**src/rtl/div_reconstruct.sv**
```systemverilog
// Shift-add reconstruction of a dividend from a {rem, quot} divider result word.
// Optional range check on the result word is enabled by defining DIV_RECON_CHECK_EN.
module div_reconstruct (
  input  logic       clk,
  input  logic       rst,
  input  logic       start,
  input  logic [7:0] rslt,
  input  logic [3:0] b,
  output logic [7:0] a,
  output logic       busy,
  output logic       done,
  output logic       err
);

  typedef enum logic [1:0] {
    S_IDLE = 2'd0,
    S_CALC = 2'd1,
    S_DONE = 2'd2
  } state_t;

  state_t      state_q, state_d;
  logic [7:0]  acc_q, acc_d;
  logic [1:0]  cnt_q, cnt_d;
  logic [3:0]  quot_q, quot_d;
  logic [3:0]  b_q, b_d;
  logic        accept;

  assign accept = (state_q == S_IDLE) && start;

  // State register
  always_ff @(posedge clk) begin
    if (rst) begin
      state_q <= S_IDLE;
    end else begin
      // NOTE: clocked state uses non-blocking assignments so every register samples pre-edge values.
      state_q <= state_d;
    end
  end

  // Next-state logic
  always_comb begin
    // NOTE: the default assignment first keeps this block free of inferred latches.
    state_d = state_q;
    case (state_q)
      S_IDLE:  if (start) state_d = S_CALC;
      S_CALC:  if (cnt_q == 2'd3) state_d = S_DONE;
      S_DONE:  state_d = S_IDLE;
      default: state_d = S_IDLE;
    endcase
  end

  // Output logic
  always_comb begin
    busy = 1'b0;
    done = 1'b0;
    case (state_q)
      S_CALC:  busy = 1'b1;
      S_DONE:  begin busy = 1'b1; done = 1'b1; end
      default: ;
    endcase
  end

  // Datapath: quotient consumed LSB first, shifted divisor added per set bit
  always_comb begin
    acc_d  = acc_q;
    cnt_d  = cnt_q;
    quot_d = quot_q;
    b_d    = b_q;
    if (accept) begin
      acc_d  = {4'b0, rslt[7:4]};
      cnt_d  = 2'd0;
      quot_d = rslt[3:0];
      b_d    = b;
    end else if (state_q == S_CALC) begin
      if (quot_q[cnt_q]) acc_d = acc_q + ({4'b0, b_q} << cnt_q);
      cnt_d = cnt_q + 2'd1;
    end
  end

  always_ff @(posedge clk) begin
    if (rst) begin
      acc_q <= 8'd0;
      cnt_q <= 2'd0;
    end else begin
      acc_q <= acc_d;
      cnt_q <= cnt_d;
    end
  end

  // NOTE: captured operands are always reloaded at accept before use, so they carry no reset.
  always_ff @(posedge clk) begin
    quot_q <= quot_d;
    b_q    <= b_d;
  end

  assign a = acc_q;

`ifdef DIV_RECON_CHECK_EN
  logic err_q;

  // A valid division always leaves rem < b with a non-zero divisor
  always_ff @(posedge clk) begin
    if (rst) begin
      err_q <= 1'b0;
    end else if (accept) begin
      err_q <= (b == 4'd0) || (rslt[7:4] >= b);
    end
  end

  assign err = err_q;
`else
  assign err = 1'b0;
`endif

endmodule
```
**config.mk**
```make
export PLATFORM = sky130hd
export DESIGN_NAME = div_reconstruct
export DESIGN_NICKNAME = d
export VERILOG_FILES = /design/src/rtl/div_reconstruct.sv
export SDC_FILE = /design/constraint.sdc
export NUM_CORES = 1
export LEC_CHECK = 0
export CAP_MARGIN = 30
export CORE_MARGIN = 3
export CORE_UTILIZATION = 40
export DETAILED_ROUTE_END_ITERATION = 8
export MAX_ROUTING_LAYER = met4
export PLACE_DENSITY_LB_ADDON = 0.2
export SLEW_MARGIN = 20
export SYNTH_ARGS = -nofsm -noshare
export SYNTH_HDL_FRONTEND = slang
export SYNTH_SLANG_ARGS = --single-unit
```
**constraint.sdc**
```tcl
create_clock -name clk -period 2 [get_ports clk]
set_input_delay 0.5 -clock clk [delete_from_list [all_inputs] [get_ports clk]]
set_output_delay 0.5 -clock clk [all_outputs]
set_load 0.02 [all_outputs]
```
==> flow_summary.yaml, run 1 <==
outcome:
  outcome: "complete, but fails checks"
  violations: "negative setup slack"
timing:
  hold_viol: 0
  fin_crit_ns: 2.07
  max_freq_mhz: 484
  setup_violations: 4
  fin_hold_ws_ns: 0.480
  rsz0062_at_grt: "true"
  setup_tns_ns: -0.121
  fin_ws_ns: -0.0663
  clock_skew_ns: 0.00467
  post-route-period-util: 1.03
  slew_viol_final: 0
placed_design:
  place_inst: 199
  port_buffers: 24
  dpl_cell_area_um2: 1620
  gp_congestion: 0.883
  place_ws_ns: -0.163
  hpwl_um: 2110
synth:
  synthCells: 127
  ys_ff_latch: 20
  ys_warn_count: 0
  synth_cell_type_count: 38
  yosysSeqAreaShare: 0.379
  synthTopCellsByArea: "dfxtp_1 (19%), edfxtp_1 (19%), ha_1 (13%)"
  yosysTopAreaCell: "dfxtp_1"
  synth_top_cell_area_share: 0.190
  synth.avg_cell_area_um2: 9.97
  syn-cell-area_um2: 1270
  synth_fp_nets: 156
global_routing:
  grt_overflow_total: 0
  track_usage: 0.150
  antenna_found_initial: 0
  grt_pass1_vias: 1014
  grt_max_degree: 13
  grt_pass1_wl_um: 4570
worst_setup_path:
  start_kind: "flip-flop"
  arrival_ns: 2.32
  cp_top_family: "compound AO/OA/AOI/OAI gates"
  slowest_stage: "dfxtp_4"
  path_cells: "mux2i_2, o21ai_1, ha_1, nor2b_2, o31a_1, a211o_1, a21oi_2"
  criticalPathCategory: "reg2reg"
  worstPathRequired_ns: 2.25
  worstPathMaxFanout: 5
  critPathMaxStageDelay_ns: 0.41
  worst_setup_path_end_kind: "flip-flop"
  crit_buf_inv: 0
die:
  die_x_um: 62.3
  rows: 19
  die-area_um2: 3880
  start_util: 0.440
  coreArea_um2: 2880
  die_y_um: 62.3
  io_pins: 26
pwr:
  leakage_nw: 0.741
  vdd_drop_max_uv: 683
  power_density_nw_per_um2: 1170
  p_total_mw: 2.06
routing:
  drc: 0
  routed_wl_um: 2760
  vias: 1066
  first_iter_violations: 23
  dr.pass1.iters: 4
  antenna_left: 0
  wl_per_cell_um: 13.3
  viasPerCell: 5.15
cts:
  cts_tree: "yes"
  clk_latency_ns: 0.30
  hold_buffers: 0
  h-tree-depth: 1
  ctsLongestPathBuffers: 2
  cts-root-buf: "clkbuf_4"
  clock_sinks: 20
  clk_pin_slew_ns: 0.11
  cts_buffers: 3
finish:
  post-route-util: 0.611
  syn2layout_area_growth_pct: 38.7
  final_nets: 195
  diodes: 0
  drive_gt1_frac: 0.255
  design_area_um2: 1760
  fin_cells: 207
  fillers: 234
flow_run:
  drv_cap: 0
hold_path:
  min_path_type: "reg2reg"
final cells by class:
| cell class | count | area (µm²) | share of cell area |
|---|---|---|---|
| tap | 42 | 52.6 | 0.0299 |
| inverter | 8 | 30.0 | 0.0171 |
| clock inverter | 1 | 30.0 | 0.0171 |
| timing repair buffer | 40 | 362 | 0.206 |
| sequential | 20 | 487 | 0.277 |
| clock buffer | 3 | 22.5 | 0.0128 |
| multi-input combinational | 93 | 773 | 0.440 |
report_power, final:
group / switching [mW] / internal (mW) / leakage (nW)
combinational: 0.556 / 0.562 / 0.537
sequential: 0.0841 / 0.531 / 0.176
clock: 0.127 / 0.203 / 0.0279
total: 0.767 / 1.30 / 0.741
Yosys cell counts:
cell type	instances
conb_1	1
and3_2	1
or2_2	3
nand3b_1	1
o21ai_0	2
buf_6	2
xnor2_1	2
a211oi_1	3
o31a_1	1
a31oi_1	1
fa_1	1
nand3_1	4
and2_4	1
dfxtp_1	12
a2111o_1	1
nand2_2	1
a311oi_1	1
edfxtp_1	8
mux2i_1	9
a211o_1	3
o2111ai_1	1
o22ai_1	1
clkbuf_1	3
buf_4	1
a21o_1	4
nor2_1	9
o211ai_1	2
a21oi_1	8
or3_1	2
nand2b_1	1
nor2b_1	2
o21a_1	3
nand2_1	7
mux4_2	1
nor4_1	1
inv_1	8
nor3b_1	2
ha_1	13
layout by cell type, fill, tap and decap left out, types with 2 or more instances in the layout:
cell | netlist | routed
a211o_1 | 3 | 3
a211oi_1 | 3 | 2
a21o_1 | 4 | 4
a21oi_1 | 8 | 7
buf_4 | 1 | 15
clkbuf_4 | 0 | 3
clkdlybuf4s50_1 | 0 | 22
dfxtp_1 | 12 | 9
dfxtp_2 | 0 | 2
dlygate4sd2_1 | 0 | 2
edfxtp_1 | 8 | 8
ha_1 | 13 | 11
inv_1 | 8 | 6
inv_2 | 0 | 2
mux2i_1 | 9 | 6
mux2i_2 | 0 | 3
nand2_1 | 7 | 7
nand3_1 | 4 | 4
nor2_1 | 9 | 9
o211ai_1 | 2 | 2
o21a_1 | 3 | 3
o21ai_1 | 0 | 2
or2_2 | 3 | 2
or3_1 | 2 | 2
xnor2_1 | 2 | 2
logic make-up (layout without fill, tap and decap cells):
| family | after synthesis | in the layout | synth area share |
|---|---|---|---|
| AO/OA/AOI/OAI | 31 | 31 | 0.171 |
| buffers and inverters | 14 | 52 | 0.0563 |
| AND/OR/NAND/NOR | 35 | 35 | 0.143 |
| adder cells (fa/ha/maj) | 14 | 14 | 0.144 |
| XOR/XNOR | 2 | 2 | 0.0138 |
| multiplexers | 10 | 10 | 0.0889 |
| flip-flops | 20 | 20 | 0.379 |
| other | 1 | 1 | 0.00296 |
repair_timing:
action	CTS	global route
setup endpoints to repair	7	6
pin swaps	0	10
resized for setup	5	15
setup buffers	0	4
cloned	0	0
worst paths after layout:
check | cells after the start | endpoint | slack (ns) | from
hold reg to reg | 2 | a[7] | 0.48 | a[7]
hold / removal | 2 | a[7] | 0.48 | a[7]
setup reg to reg | 7 | a[4] | -0.07 | cnt_q[0]
setup / recovery | 7 | a[4] | -0.07 | cnt_q[0]
routing by layer:
metal / global-route usage / share of wire / wire length (µm)
met5: - / 0 / 0
met4: 0.0248 / 0.0080 / 22
met3: 0.0505 / 0.063 / 173
met2: 0.246 / 0.49 / 1340
met1: 0.184 / 0.44 / 1220
registers in the layout, summed over array words and instances, names as in the netlist:
register and count:
state_q 2, quot_q 4, a 8, b_q 4, cnt_q 2
tightest hold or removal path, stage by stage (launching register included):
cell     delay (ns)
dfxtp_1        0.33
nand2_1        0.05
mux2i_1        0.05
(Power assumes the default switching activity.)
==> inputs of run 2 (changes only) <==
SETUP_SLACK_MARGIN = 0.15   (was unset)
==> run 2 against run 1 <==
  * Final cell count increased by 3.4%
  * Die area is the same
  * Clock power is 38% lower
  * Clock-buffer cell count increased by 1
  * Sequential share of layout area decreased by 1.0 points
  * Combinational power increased by 15%
  * Cell area grew 4.1%
  * Setup slack worse by 0.047 ns
  * Power rose by 2.1%
  * Critical path type unchanged
  * The flow still finishes with violations (negative setup slack)
  * First-iteration DRC count up 74%
  * Global-route usage up 1.1 points
  * Fmax fell by 2.2%
==> flow_summary.yaml, run 2 (same netlist as run 1, synthesis figures left out) <==
outcome:
  outcome: "complete, but fails checks"
  violations: "negative setup slack"
timing:
  rsz0062_at_grt: "true"
  hold_viol: 0
  fin_ws_ns: -0.113
  fin_crit_ns: 2.11
  post-route-period-util: 1.06
  setup_violations: 4
  max_freq_mhz: 473
  slew_viol_final: 0
  fin_hold_ws_ns: 0.477
  clock_skew_ns: 0.0171
  setup_tns_ns: -0.267
routing:
  first_iter_violations: 40
  vias: 1120
  dr.pass1.iters: 4
  routed_wl_um: 3190
  viasPerCell: 5.23
  wl_per_cell_um: 14.9
  drc: 0
  antenna_left: 0
finish:
  drive_gt1_frac: 0.337
  largest_reg_flops: 8
  syn2layout_area_growth_pct: 44.5
  final_nets: 202
  post-route-util: 0.636
  mostFrequentLayoutCells: "buf_4 (21), clkdlybuf4s50_1 (16), ha_1 (10)"
  final_common_cell: "buf_4"
  diodes: 0
  design_area_um2: 1830
cts:
  clk_latency_ns: 0.31
  clk_pin_slew_ns: 0.12
  cts_buffers: 3
  cts-root-buf: "clkbuf_4"
  h-tree-depth: 1
  clock_sinks: 20
  hold_buffers: 0
  ctsLongestPathBuffers: 2
  cts_tree: "yes"
worst_setup_path:
  criticalPathCategory: "reg2reg"
  worst_setup_path_end_kind: "flip-flop"
  worstPathRequired_ns: 2.23
  start_kind: "flip-flop"
  critPathMaxStageDelay_ns: 0.40
  worstPathMaxFanout: 5
  path_cells: "mux2i_2, or2_4, inv_2, ha_4, a211o_1, a21o_1, a2111o_1, o211ai_1"
  arrival_ns: 2.35
  slowest_stage: "dfxtp_4"
placed_design:
  dpl_cell_area_um2: 1620
  place_ws_ns: -0.0569
  hpwl_um: 2170
  port_buffers: 24
  gp_congestion: 0.799
global_routing:
  grt_max_degree: 12
  track_usage: 0.161
  grt_overflow_total: 0
  antenna_found_initial: 0
  grt_pass1_wl_um: 4910
  grt_pass1_vias: 1086
die:
  rows: 19
  die_x_um: 62.3
  start_util: 0.440
  die-area_um2: 3880
  die_y_um: 62.3
  coreArea_um2: 2880
  io_pins: 26
hold_path:
  min_path_type: "reg2reg"
flow_run:
  drv_cap: 0
pwr:
  leakage_nw: 0.827
  power_density_nw_per_um2: 1150
  vdd_drop_max_uv: 593
## run 2: cell types whose count changed in the layout (fill, tap and decap cells not counted), sizes merged
cell,previous run,this run
dlygate4sd2,2,4
clkbuf,3,4
bufinv,1,0
dlymetal6s2s,0,3
clkdlybuf4s50,22,16
buf,16,24
## run 2: power by group
group | internal (mW) | total [mW] | leakage, nW | switching (mW)
logic | 0.654 | 1.29 | 0.635 | 0.632
clock network | 0.0779 | 0.204 | 0.0150 | 0.126
registers | 0.532 | 0.614 | 0.176 | 0.0818
total | 1.26 | 2.11 | 0.827 | 0.841
## run 2: stage by stage
| stage | total power [mW] | std cells |
|---|---|---|
| finish | 2.11 | 214 |
| global route | 2.26 | 214 |
| CTS | 1.92 | 208 |
| detailed placement | 1.63 | 198 |
| global placement | 1.60 | 198 |
| floorplan | 1.31 | 127 |
## run 2: repair_timing
item | in CTS | in global routing
resized for setup | 15 | 22
hold endpoints to repair | 0 | 0
pin swaps | 4 | 15
endpoints found under the setup margin | 10 | 12
setup buffers | 6 | 6
## run 2: final cells by class
cell class | instances | area [µm²]
inverters | 8 | 30.0
fillers | 237 | 1050
well taps | 42 | 52.6
repair buffers | 47 | 418
flip-flops and latches | 20 | 488
multi-input cells | 93 | 815
clock buffers | 4 | 26.3
## run 2: worst paths after layout
path	startpoint	end	slack [ns]	depth (start not counted)
worst min-delay path	a[7]	a[7]	0.48	2
worst max register to register	cnt_q[0]	a[5]	-0.11	8
worst max-delay path	cnt_q[0]	a[5]	-0.11	8
worst min register to register	a[7]	a[7]	0.48	2
## run 2: per-layer routing
| metal | track usage | share of wire |
|---|---|---|
| met2 | 0.284 | 0.51 |
| met1 | 0.182 | 0.44 |
| met3 | 0.0468 | 0.040 |
| met4 | 0.0331 | 0.0069 |
| met5 | - | 0 |
## run 2: critical path, delay by kind of cell, from the launching register on
kind	cells	cell delay (ns)
flip-flops	1	0.40
AO/OA/AOI/OAI	4	0.96
buffers and inverters	1	0.04
multiplexers	1	0.25
AND/OR/NAND/NOR	1	0.17
adder cells (fa/ha/maj)	1	0.23
==> inputs of run 3 (changes only) <==
MAX_ROUTING_LAYER = unset   (was met4)
==> run 3 against run 2 <==
  * The run still ends with negative setup slack left
  * Critical path depth unchanged
  * Clock power about the same
  * Cell area unchanged
  * Sequential cell count is the same
  * Utilization did not move
  * Sequential share of layout area unchanged
  * Worst hold slack about the same
  * Register-to-register slack is essentially flat
  * Routed wire length down 0.35%
==> flow_summary.yaml, run 3 (same netlist as run 1, synthesis figures left out) <==
outcome:
  outcome: "complete, but fails checks"
  violations: "negative setup slack"
routing:
  wl_per_cell_um: 14.8
  met1_length_um: 1390
  top_layer_used: "met4"
  drc: 0
  viasPerCell: 5.22
  wl_met2_um: 1630
  vias: 1118
  dr.pass1.iters: 4
  antenna_left: 0
  routed_wl_um: 3180
  wl_met3_um: 130
  first_iter_violations: 31
pwr:
  vdd_drop_max_uv: 595
  power_density_nw_per_um2: 1150
  leakage_nw: 0.827
global_routing:
  track_usage: 0.157
  antenna_found_initial: 0
  grt_overflow_total: 0
  grt_pass1_vias: 1087
  grt_pass1_wl_um: 4910
  grt_max_degree: 12
timing:
  max_freq_mhz: 474
  clock_skew_ns: 0.0173
  post-route-period-util: 1.06
  hold_viol: 0
  rsz0062_at_grt: "true"
  fin_crit_ns: 2.11
  fin_hold_ws_ns: 0.477
  fin_ws_ns: -0.110
  slew_viol_final: 0
  setup_violations: 4
worst_setup_path:
  start_kind: "flip-flop"
  cp_top_family: "compound AO/OA/AOI/OAI gates"
  cp_num_cells: 8
  worstPathMaxFanout: 5
  critPathMaxStageDelay_ns: 0.40
  worstPathRequired_ns: 2.23
  arrival_ns: 2.34
  regToRegSetupSlack_ns: -0.11
  crit_buf_inv: 1
  slowest_stage: "dfxtp_4"
  rr_worst_depth: 8
  path_cells: "mux2i_2, or2_4, inv_2, ha_4, a211o_1, a21o_1, a2111o_1, o211ai_1"
  criticalPathCategory: "reg2reg"
  worst_setup_path_end_kind: "flip-flop"
cts:
  clock_sinks: 20
  ctsLongestPathBuffers: 2
  hold_buffers: 0
  cts_buffers: 3
  clk_pin_slew_ns: 0.12
  clk_latency_ns: 0.31
  cts-root-buf: "clkbuf_4"
  h-tree-depth: 1
  cts_tree: "yes"
placed_design:
  place_ws_ns: -0.0569
  hpwl_um: 2170
  gp_congestion: 0.788
  port_buffers: 24
flow_run:
  drv_cap: 0
hold_path:
  whs_path_depth: 2
  min_path_type: "reg2reg"
die:
  die_y_um: 62.3
  rows: 19
  die_x_um: 62.3
  io_pins: 26
  die-area_um2: 3880
  start_util: 0.440
  coreArea_um2: 2880
finish:
  final_nets: 202
  syn2layout_area_growth_pct: 44.5
  drive_gt1_frac: 0.337
  largest_reg_flops: 8
  diodes: 0
  mostFrequentLayoutCells: "buf_4 (21), clkdlybuf4s50_1 (16), ha_1 (10)"
  final_common_cell: "buf_4"
-- run 3: per-stage QoR --
stage                     cells  area, µm²  utilization  TNS [ns]  power, mW
after floorplan             127       1290            -   -0.0111       1.31
after global placement      198       1620        0.563   -0.0146       1.60
after detailed placement    198       1620        0.563   -0.0569       1.63
after CTS                   208       1700        0.592   -0.0206       1.92
after global routing        214       1830        0.636    -0.743       2.26
final                       214       1830        0.636    -0.262       2.11
-- run 3: final cells by class --
type	instances	area [µm²]
fillers	237	1050
flip-flops and latches	20	488
multi-input cells	93	815
well taps	42	52.6
repair buffers	47	418
clock buffers	4	26.3
inverters	8	30.0
-- run 3: worst min-delay path: cells and delay by family (launching register included) --
| kind | cells | cell delay (ns) |
|---|---|---|
| DFF | 1 | 0.34 |
| muxes | 1 | 0.05 |
| and+or+nand+nor | 1 | 0.05 |
-- run 3: worst paths after layout --
path	from	end
worst max register to register	cnt_q[0]	a[5]
worst min-delay path	a[7]	a[7]
worst min register to register	a[7]	a[7]
worst max-delay path	cnt_q[0]	a[5]
-- run 3: per-layer routing --
| metal | up-vias | track usage |
|---|---|---|
| li1 | 549 | - |
| met1 | 539 | 0.182 |
| met2 | 26 | 0.284 |
| met3 | 4 | 0.0468 |
| met4 | 0 | 0.0331 |
| met5 | - | 0 |
-- run 3: repair_timing --
item | in CTS | in global routing
setup buffers | 6 | 6
resized for setup | 15 | 22
setup endpoints to repair | 10 | 12
pin swaps | 4 | 15
-- run 3: report_power, final --
part	switching, mW	internal, mW	leakage [nW]
sequential	0.0812	0.532	0.176
clock	0.127	0.0779	0.0150
combinational	0.634	0.655	0.635
